==> src/rtl/buzz_pkg.sv <==
// Shared types and constants for the buzzer arbiter slice: FSM state
// encodings, default field width and musical timing constants at 50 MHz.
package buzz_pkg;

    localparam int unsigned PW_DEF = 32;
    localparam int unsigned CLK_HZ = 50000000;

    // FSM state encodings
    localparam logic [1:0] IDLE = 2'd0;
    localparam logic [1:0] PLAY = 2'd1;
    localparam logic [1:0] GAP  = 2'd2;

    // Tone period in clk cycles for a note frequency in Hz
    function automatic int unsigned note_period(input int unsigned hz);
        return CLK_HZ / hz;
    endfunction

    localparam int unsigned P_M5 = CLK_HZ / 392;   // 127551
    localparam int unsigned P_A5 = CLK_HZ / 440;   // 113636
    localparam int unsigned P_C6 = CLK_HZ / 523;   // 95602

    // Quarter-note beat length (250 ms)
    localparam int unsigned BEAT_1_4 = 12500000;

endpackage

==> src/rtl/buzzer_arbiter_prio_enc.sv <==
// Fixed-priority encoder: the lowest set bit wins. Purely combinational.
module prio_enc #(
    parameter  int unsigned N  = 3,
    localparam int unsigned IW = (N > 1) ? $clog2(N) : 1
) (
    input  logic [N-1:0]  req_vec,
    output logic          valid_c,
    output logic [N-1:0]  onehot_c,
    output logic [IW-1:0] idx_c
);

    // Scan from the top so the lowest asserted index is written last
    always_comb begin
        valid_c  = 1'b0;
        onehot_c = '0;
        idx_c    = '0;
        for (int i = int'(N) - 1; i >= 0; i--) begin
            if (req_vec[i]) begin
                valid_c     = 1'b1;
                onehot_c    = '0;
                onehot_c[i] = 1'b1;
                idx_c       = IW'(i);
            end
        end
    end

endmodule

==> src/rtl/buzzer_arbiter.sv <==
// Buzzer arbiter: shares one PWM tone generator between N_REQ requesters
// by fixed priority (index 0 highest), plays each tone for its duration,
// then forces GAP_CYCLES of silence before the next arbitration.
// Optional build macro BUZZ_ARB_PREEMPT_EN lets a higher-priority request
// abort the current tone and take over with a one-cycle switch.
module buzzer_arbiter
    import buzz_pkg::*;
#(
    parameter int unsigned N_REQ      = 3,
    parameter int unsigned PW         = PW_DEF,
    parameter int unsigned GAP_CYCLES = 2500000
) (
    input  logic                  clk,
    input  logic                  rst,
    input  logic [N_REQ-1:0]      req,
    input  logic [N_REQ*PW-1:0]   period_in,
    input  logic [N_REQ*PW-1:0]   dur_in,
    output logic [N_REQ-1:0]      ack,
    output logic [N_REQ-1:0]      done,
    output logic                  aborted,
    output logic                  busy,
    output logic [PW-1:0]         pwm_period,
    output logic [PW-1:0]         pwm_duty
);

    localparam int unsigned OW       = (N_REQ > 1) ? $clog2(N_REQ) : 1;
    localparam logic [PW-1:0] GAP_LAST = (GAP_CYCLES == 0) ? '0 : PW'(GAP_CYCLES - 1);

    logic [1:0]       state_q, state_d;
    logic [PW-1:0]    cnt_q, cnt_d;
    logic [PW-1:0]    last_q, last_d;
    logic [OW-1:0]    owner_q, owner_d;
    logic [N_REQ-1:0] ack_d, done_d;
    logic             aborted_d, busy_d;
    logic [PW-1:0]    period_d, duty_d;

    logic [PW-1:0]    per_arr [N_REQ];
    logic [PW-1:0]    dur_arr [N_REQ];

    // Unpack the per-requester period/duration slices
    for (genvar g = 0; g < int'(N_REQ); g++) begin : g_split
        assign per_arr[g] = period_in[g*PW +: PW];
        assign dur_arr[g] = dur_in[g*PW +: PW];
    end

    logic             win_valid;
    logic [N_REQ-1:0] win_onehot;
    logic [OW-1:0]    win_idx;

    // Idle-time pick among all requests
    prio_enc #(.N(N_REQ)) u_pick (
        .req_vec  (req),
        .valid_c  (win_valid),
        .onehot_c (win_onehot),
        .idx_c    (win_idx)
    );

`ifdef BUZZ_ARB_PREEMPT_EN
    logic [N_REQ-1:0] pre_mask;
    logic             pre_valid;
    logic [N_REQ-1:0] pre_onehot;
    logic [OW-1:0]    pre_idx;

    // Only requesters strictly above the current owner may preempt
    always_comb begin
        pre_mask = '0;
        for (int i = 0; i < int'(N_REQ); i++) begin
            pre_mask[i] = (OW'(i) < owner_q);
        end
    end

    prio_enc #(.N(N_REQ)) u_preempt (
        .req_vec  (req & pre_mask),
        .valid_c  (pre_valid),
        .onehot_c (pre_onehot),
        .idx_c    (pre_idx)
    );
`endif

    // Next-state and next-output logic
    always_comb begin
        state_d   = state_q;
        cnt_d     = cnt_q;
        last_d    = last_q;
        owner_d   = owner_q;
        ack_d     = '0;
        done_d    = '0;
        aborted_d = 1'b0;
        period_d  = pwm_period;
        duty_d    = pwm_duty;

        case (state_q)
            IDLE: begin
                period_d = '0;
                duty_d   = '0;
                if (win_valid) begin
                    owner_d  = win_idx;
                    cnt_d    = '0;
                    // dur=0 is played as a single cycle
                    last_d   = (dur_arr[win_idx] == '0) ? '0 : dur_arr[win_idx] - PW'(1);
                    period_d = per_arr[win_idx];
                    duty_d   = per_arr[win_idx] >> 1;
                    ack_d    = win_onehot;
                    state_d  = PLAY;
                end
            end

            PLAY: begin
                if (cnt_q == last_q) begin
                    // Natural completion takes precedence on the final cycle
                    done_d[owner_q] = 1'b1;
                    cnt_d           = '0;
                    period_d        = '0;
                    duty_d          = '0;
                    state_d         = (GAP_CYCLES > 0) ? GAP : IDLE;
`ifdef BUZZ_ARB_PREEMPT_EN
                end else if (pre_valid) begin
                    done_d[owner_q] = 1'b1;
                    aborted_d       = 1'b1;
                    ack_d           = pre_onehot;
                    owner_d         = pre_idx;
                    cnt_d           = '0;
                    last_d          = (dur_arr[pre_idx] == '0) ? '0 : dur_arr[pre_idx] - PW'(1);
                    period_d        = per_arr[pre_idx];
                    duty_d          = per_arr[pre_idx] >> 1;
`endif
                end else begin
                    cnt_d = cnt_q + PW'(1);
                end
            end

            GAP: begin
                period_d = '0;
                duty_d   = '0;
                if (cnt_q == GAP_LAST) begin
                    cnt_d   = '0;
                    state_d = IDLE;
                end else begin
                    cnt_d = cnt_q + PW'(1);
                end
            end

            default: begin
                state_d  = IDLE;
                cnt_d    = '0;
                period_d = '0;
                duty_d   = '0;
            end
        endcase

        busy_d = (state_d != IDLE);
    end

    // State and registered outputs, synchronous reset
    always_ff @(posedge clk) begin
        if (rst) begin
            state_q    <= IDLE;
            cnt_q      <= '0;
            last_q     <= '0;
            owner_q    <= '0;
            ack        <= '0;
            done       <= '0;
            aborted    <= 1'b0;
            busy       <= 1'b0;
            pwm_period <= '0;
            pwm_duty   <= '0;
        end else begin
            state_q    <= state_d;
            cnt_q      <= cnt_d;
            last_q     <= last_d;
            owner_q    <= owner_d;
            ack        <= ack_d;
            done       <= done_d;
            aborted    <= aborted_d;
            busy       <= busy_d;
            pwm_period <= period_d;
            pwm_duty   <= duty_d;
        end
    end

endmodule

==> config.mk <==
export PLATFORM = sky130hd
export DESIGN_NAME = buzzer_arbiter
export DESIGN_NICKNAME = d
export VERILOG_FILES = /design/src/rtl/buzz_pkg.sv /design/src/rtl/buzzer_arbiter_prio_enc.sv /design/src/rtl/buzzer_arbiter.sv
export SDC_FILE = /design/constraint.sdc
export NUM_CORES = 1
export LEC_CHECK = 0
export ABC_CLOCK_PERIOD_IN_PS = 3900
export CORE_ASPECT_RATIO = 0.8
export CORE_MARGIN = 10
export CORE_UTILIZATION = 48
export CTS_CLUSTER_SIZE = 10
export DETAILED_ROUTE_END_ITERATION = 8
export PLACE_DENSITY = 0.95
export SLEW_MARGIN = 20
export SYNTH_ARGS = -nofsm -noshare
export SYNTH_HDL_FRONTEND = slang
export SYNTH_SLANG_ARGS = --single-unit
==> constraint.sdc <==
create_clock -name clk -period 3.9 [get_ports clk]
set_input_delay 0.39 -clock clk [delete_from_list [all_inputs] [get_ports clk]]
set_output_delay 0.39 -clock clk [all_outputs]
set_load 0.01 [all_outputs]
==> impl_metrics.csv <==
group,metric,value,unit
outcome,status,"completed",
sta,max_slew.worst_pin.slew,1.019,ns
yosys,async_flop_share,0,%
yosys,netlist_area,6975,sq um
sta,relSlewSlack,31.94,%
yosys,synth.area.top_cells,"dfxtp_1 (31%), nand2_1 (8.3%), xor2_1 (7.2%)",
setup_path,worstPathArrival,3.48,ns
yosys,synth_common_cells,"nand2_1 (155), nor2_1 (117), dfxtp_1 (107), o21ai_0 (64), nand3_1 (63)",
setup_path,worst-path-max-fanout,35,
setup_path,reg2reg_depth,10,
yosys,synth_cells,917,
sta,rsz0062_at_grt,"no",
yosys,synth_area_leader_cell,"dfxtp_1",
global_routing,antenna_found_initial,0,
setup_path,criticalPathCategory,"in2reg",
min_path,min_to,"last_q[1]",
cts,cts_max_level,3,
drt,vias,7428,
cts,cts_tree,"yes",
global_routing,grt_pass1_vias,7245,
sta,hold_ws,0.4634,ns
power_and_ir_drop,power.net_switching,0.0009551,W
placement,port_buffers,266,
sta,skew,0.01184,ns
power_and_ir_drop,total_power,0.003164,W
drt,drc,0,
cells_and_area,seq_area,2142,sq um
power_and_ir_drop,p_int,0.002209,W
cts,cts.clk_slew.worst_paths,0.07,ns
placement,pre_cts_ws,0.3667,ns
min_path,hold_depth,2,
setup_path,regToRegSetupSlack,0.86,ns
cts,cts-root-buf,"clkbuf_16",
yosys,synth-main-ff-cell,"dfxtp_1",
setup_path,required,4.17,ns
floorplan,fp.dieH,127.8,microns
global_routing,grt_usage,24.35,%
power_and_ir_drop,power_leakage,3.924,nW
power_and_ir_drop,power_density,322.0,nW/um^2
floorplan,num_rows,39,
min_path,min_from,"last_q[1]",
sta,hold_viol,0,
cells_and_area,multi_input_area,4312,sq um
yosys,synth_most_common_cell,"nand2_1",
global_routing,grt_overflow_total,0,
setup_path,reg2reg_to,"cnt_q[29]",
drt,wl_per_cell,19.60,microns
yosys,synth_top_area_share,30.71,%
power_and_ir_drop,pwr-share-comb,30.9,%
setup_path,r2r_start,"state_q[0]",
cells_and_area,drive_gt1_share,5.914,%
cts,cts_setup_buffers,0,
run,cap_violations,0,
cells_and_area,fin_util,68.96,%
cells_and_area,nets,1331,
floorplan,die_w,154.8,microns
cts,clk_latency,0.36,ns
yosys,synth.distinct_cells,63,
yosys,ys_seq_elements,107,
sta,fin_crit_sh,82.46,%
sta,finalWorstSetupSlack,0.6841,ns
cts,post_cts_resize_count,0,
sta,finalMaxSlewViolations,0,
drt,vias_per_cell,5.640,
power_and_ir_drop,ir_worst_vdd,0.2250,mV
setup_path,end_kind,"flip-flop",
power_and_ir_drop,clkPwrFrac,29.5,%
drt,ant_nets,0,
floorplan,initial_utilization,48.96,%
cells_and_area,nFillCells,1076,
cts,clock_sinks,107,
sta,fmax,311.0,MHz
yosys,synth_edf_count,0,
yosys,ys_seq_area_share,30.71,%
global_routing,grt_pass1_wl,39270,microns
sta,tns,0,ns
drt,drtPass1Iterations,8,
placement,dp_hpwl,20570,microns
cts,clock_path_buffers,2,
cells_and_area,antennaDiodeCount,0,
cells_and_area,area_growth,40.86,%
setup_path,start_kind,"input port",
sta,fin_crit,3.216,ns
sta,setup_violations,0,
cts,cts_hold_buf,0,
min_path,hp-class,"reg2reg",
global_routing,grt_max_degree,66,
drt,finalWirelength,25810,microns
yosys,ys_warn_count,0,
yosys,post_synth.cell_area_avg,7.607,sq um
power_and_ir_drop,swShare,30.19,%
cts,numCtsBuffers,9,
placement,globalplace.congestion,0.9823,
power_and_ir_drop,pwr-share-seq,39.6,%
floorplan,coreArea,14250,sq um
floorplan,die-area,19780,sq um
floorplan,io_pins,269,
drt,drt_iter0_markers,886,
## per-stage QoR
stage                     instances  area (sq um)
after floorplan                 918          6979
after global placement         1301          9522
after detailed placement       1301          9522
after CTS                      1317          9826
after global routing           1317          9826
final                          1317          9826
## flip-flops by register name, indices dropped and copies added (netlist names)
name	count
pwm_period	31
done	3
state_q	2
pwm_duty	1
busy	1
last_q	32
ack	3
owner_q	2
cnt_q	32
## kinds of logic after synthesis
family          Yosys count  synth area share [%]
simple gates            445                 30.17
xor+xnor                 88                 11.05
fa+ha+maj                 6                 1.076
flops                   107                 30.71
mux                      32                 4.592
compound gates          142                 14.42
buf+inv                  96                 7.928
other cells               1               0.05376
## how the worst max path moves through the flow
stage / startpoint / endpoint / slack (ns) / depth (start not counted)
finish: req[1] / last_q[5] / 0.68 / 9
global route: req[1] / last_q[10] / 0.46 / 9
CTS: req[1] / last_q[5] / 0.69 / 9
detailed placement: req[1] / last_q[10] / 0.37 / 9
global placement: req[1] / last_q[11] / 0.43 / 9
floorplan: req[2] / last_q[29] / 1.19 / 9
## power by group through the flow
stage               Combinational (W)  Clock [W]  Sequential, W
floorplan                    0.000519          0        0.00127
CTS                          0.000970   0.000934        0.00125
global route                  0.00105   0.000967        0.00126
global placement             0.000938          0        0.00127
finish                       0.000977   0.000933        0.00125
detailed placement           0.000962          0        0.00128
## placed cells by master (no fill, tap or decap), types with 3 or more instances in the layout
| cell | count |
|---|---|
| xnor2_1 | 31 |
| xor2_1 | 57 |
| a21oi_1 | 3 |
| inv_1 | 10 |
| buf_4 | 19 |
| o21ai_1 | 23 |
| nand3b_1 | 4 |
| nor2_1 | 117 |
| a221oi_1 | 11 |
| ha_1 | 6 |
| and3_1 | 9 |
| nand4_1 | 14 |
| mux2i_1 | 32 |
| nor4b_1 | 5 |
| a221oi_2 | 14 |
| o31ai_1 | 3 |
| nand2_1 | 154 |
| dfxtp_1 | 107 |
| nor3_1 | 11 |
| a21o_1 | 4 |
| clkbuf_16 | 9 |
| nor4_1 | 12 |
| o21ai_0 | 64 |
| nand3_1 | 63 |
| clkdlybuf4s50_1 | 265 |
| clkinvlp_4 | 3 |
| nand2b_1 | 30 |
## final cells by class
cell class	count	share of cell area, %
Clock buffer	11	2.470
Multi-Input combinational cell	715	43.88
Clock inverter	5	0.6240
Inverter	10	0.3820
Sequential cell	107	21.80
Tap cell	184	2.343
Timing Repair Buffer	285	28.50
## worst max-delay path: stages
cell and delay, ns:
clkdlybuf4s50_1 0.62, nor2b_4 0.89, a221oi_1 0.25, nand4_1 0.26, nor2_1 0.08, buf_4 0.16, and3_1 0.19, a31o_2 0.41
o21ai_0 0.24
## layer usage
layer / wire [microns] / part of all wire, % / global-route usage [%] / up-vias
met5: 0 / 0 / 0 / -
met4: 547 / 2.1 / 6.489 / 0
met3: 2538 / 9.8 / 7.411 / 41
met2: 12860 / 50 / 41.81 / 379
met1: 9864 / 38 / 28.92 / 3473
li1: - / - / - / 3535
Power figures use the tool's default switching activity.
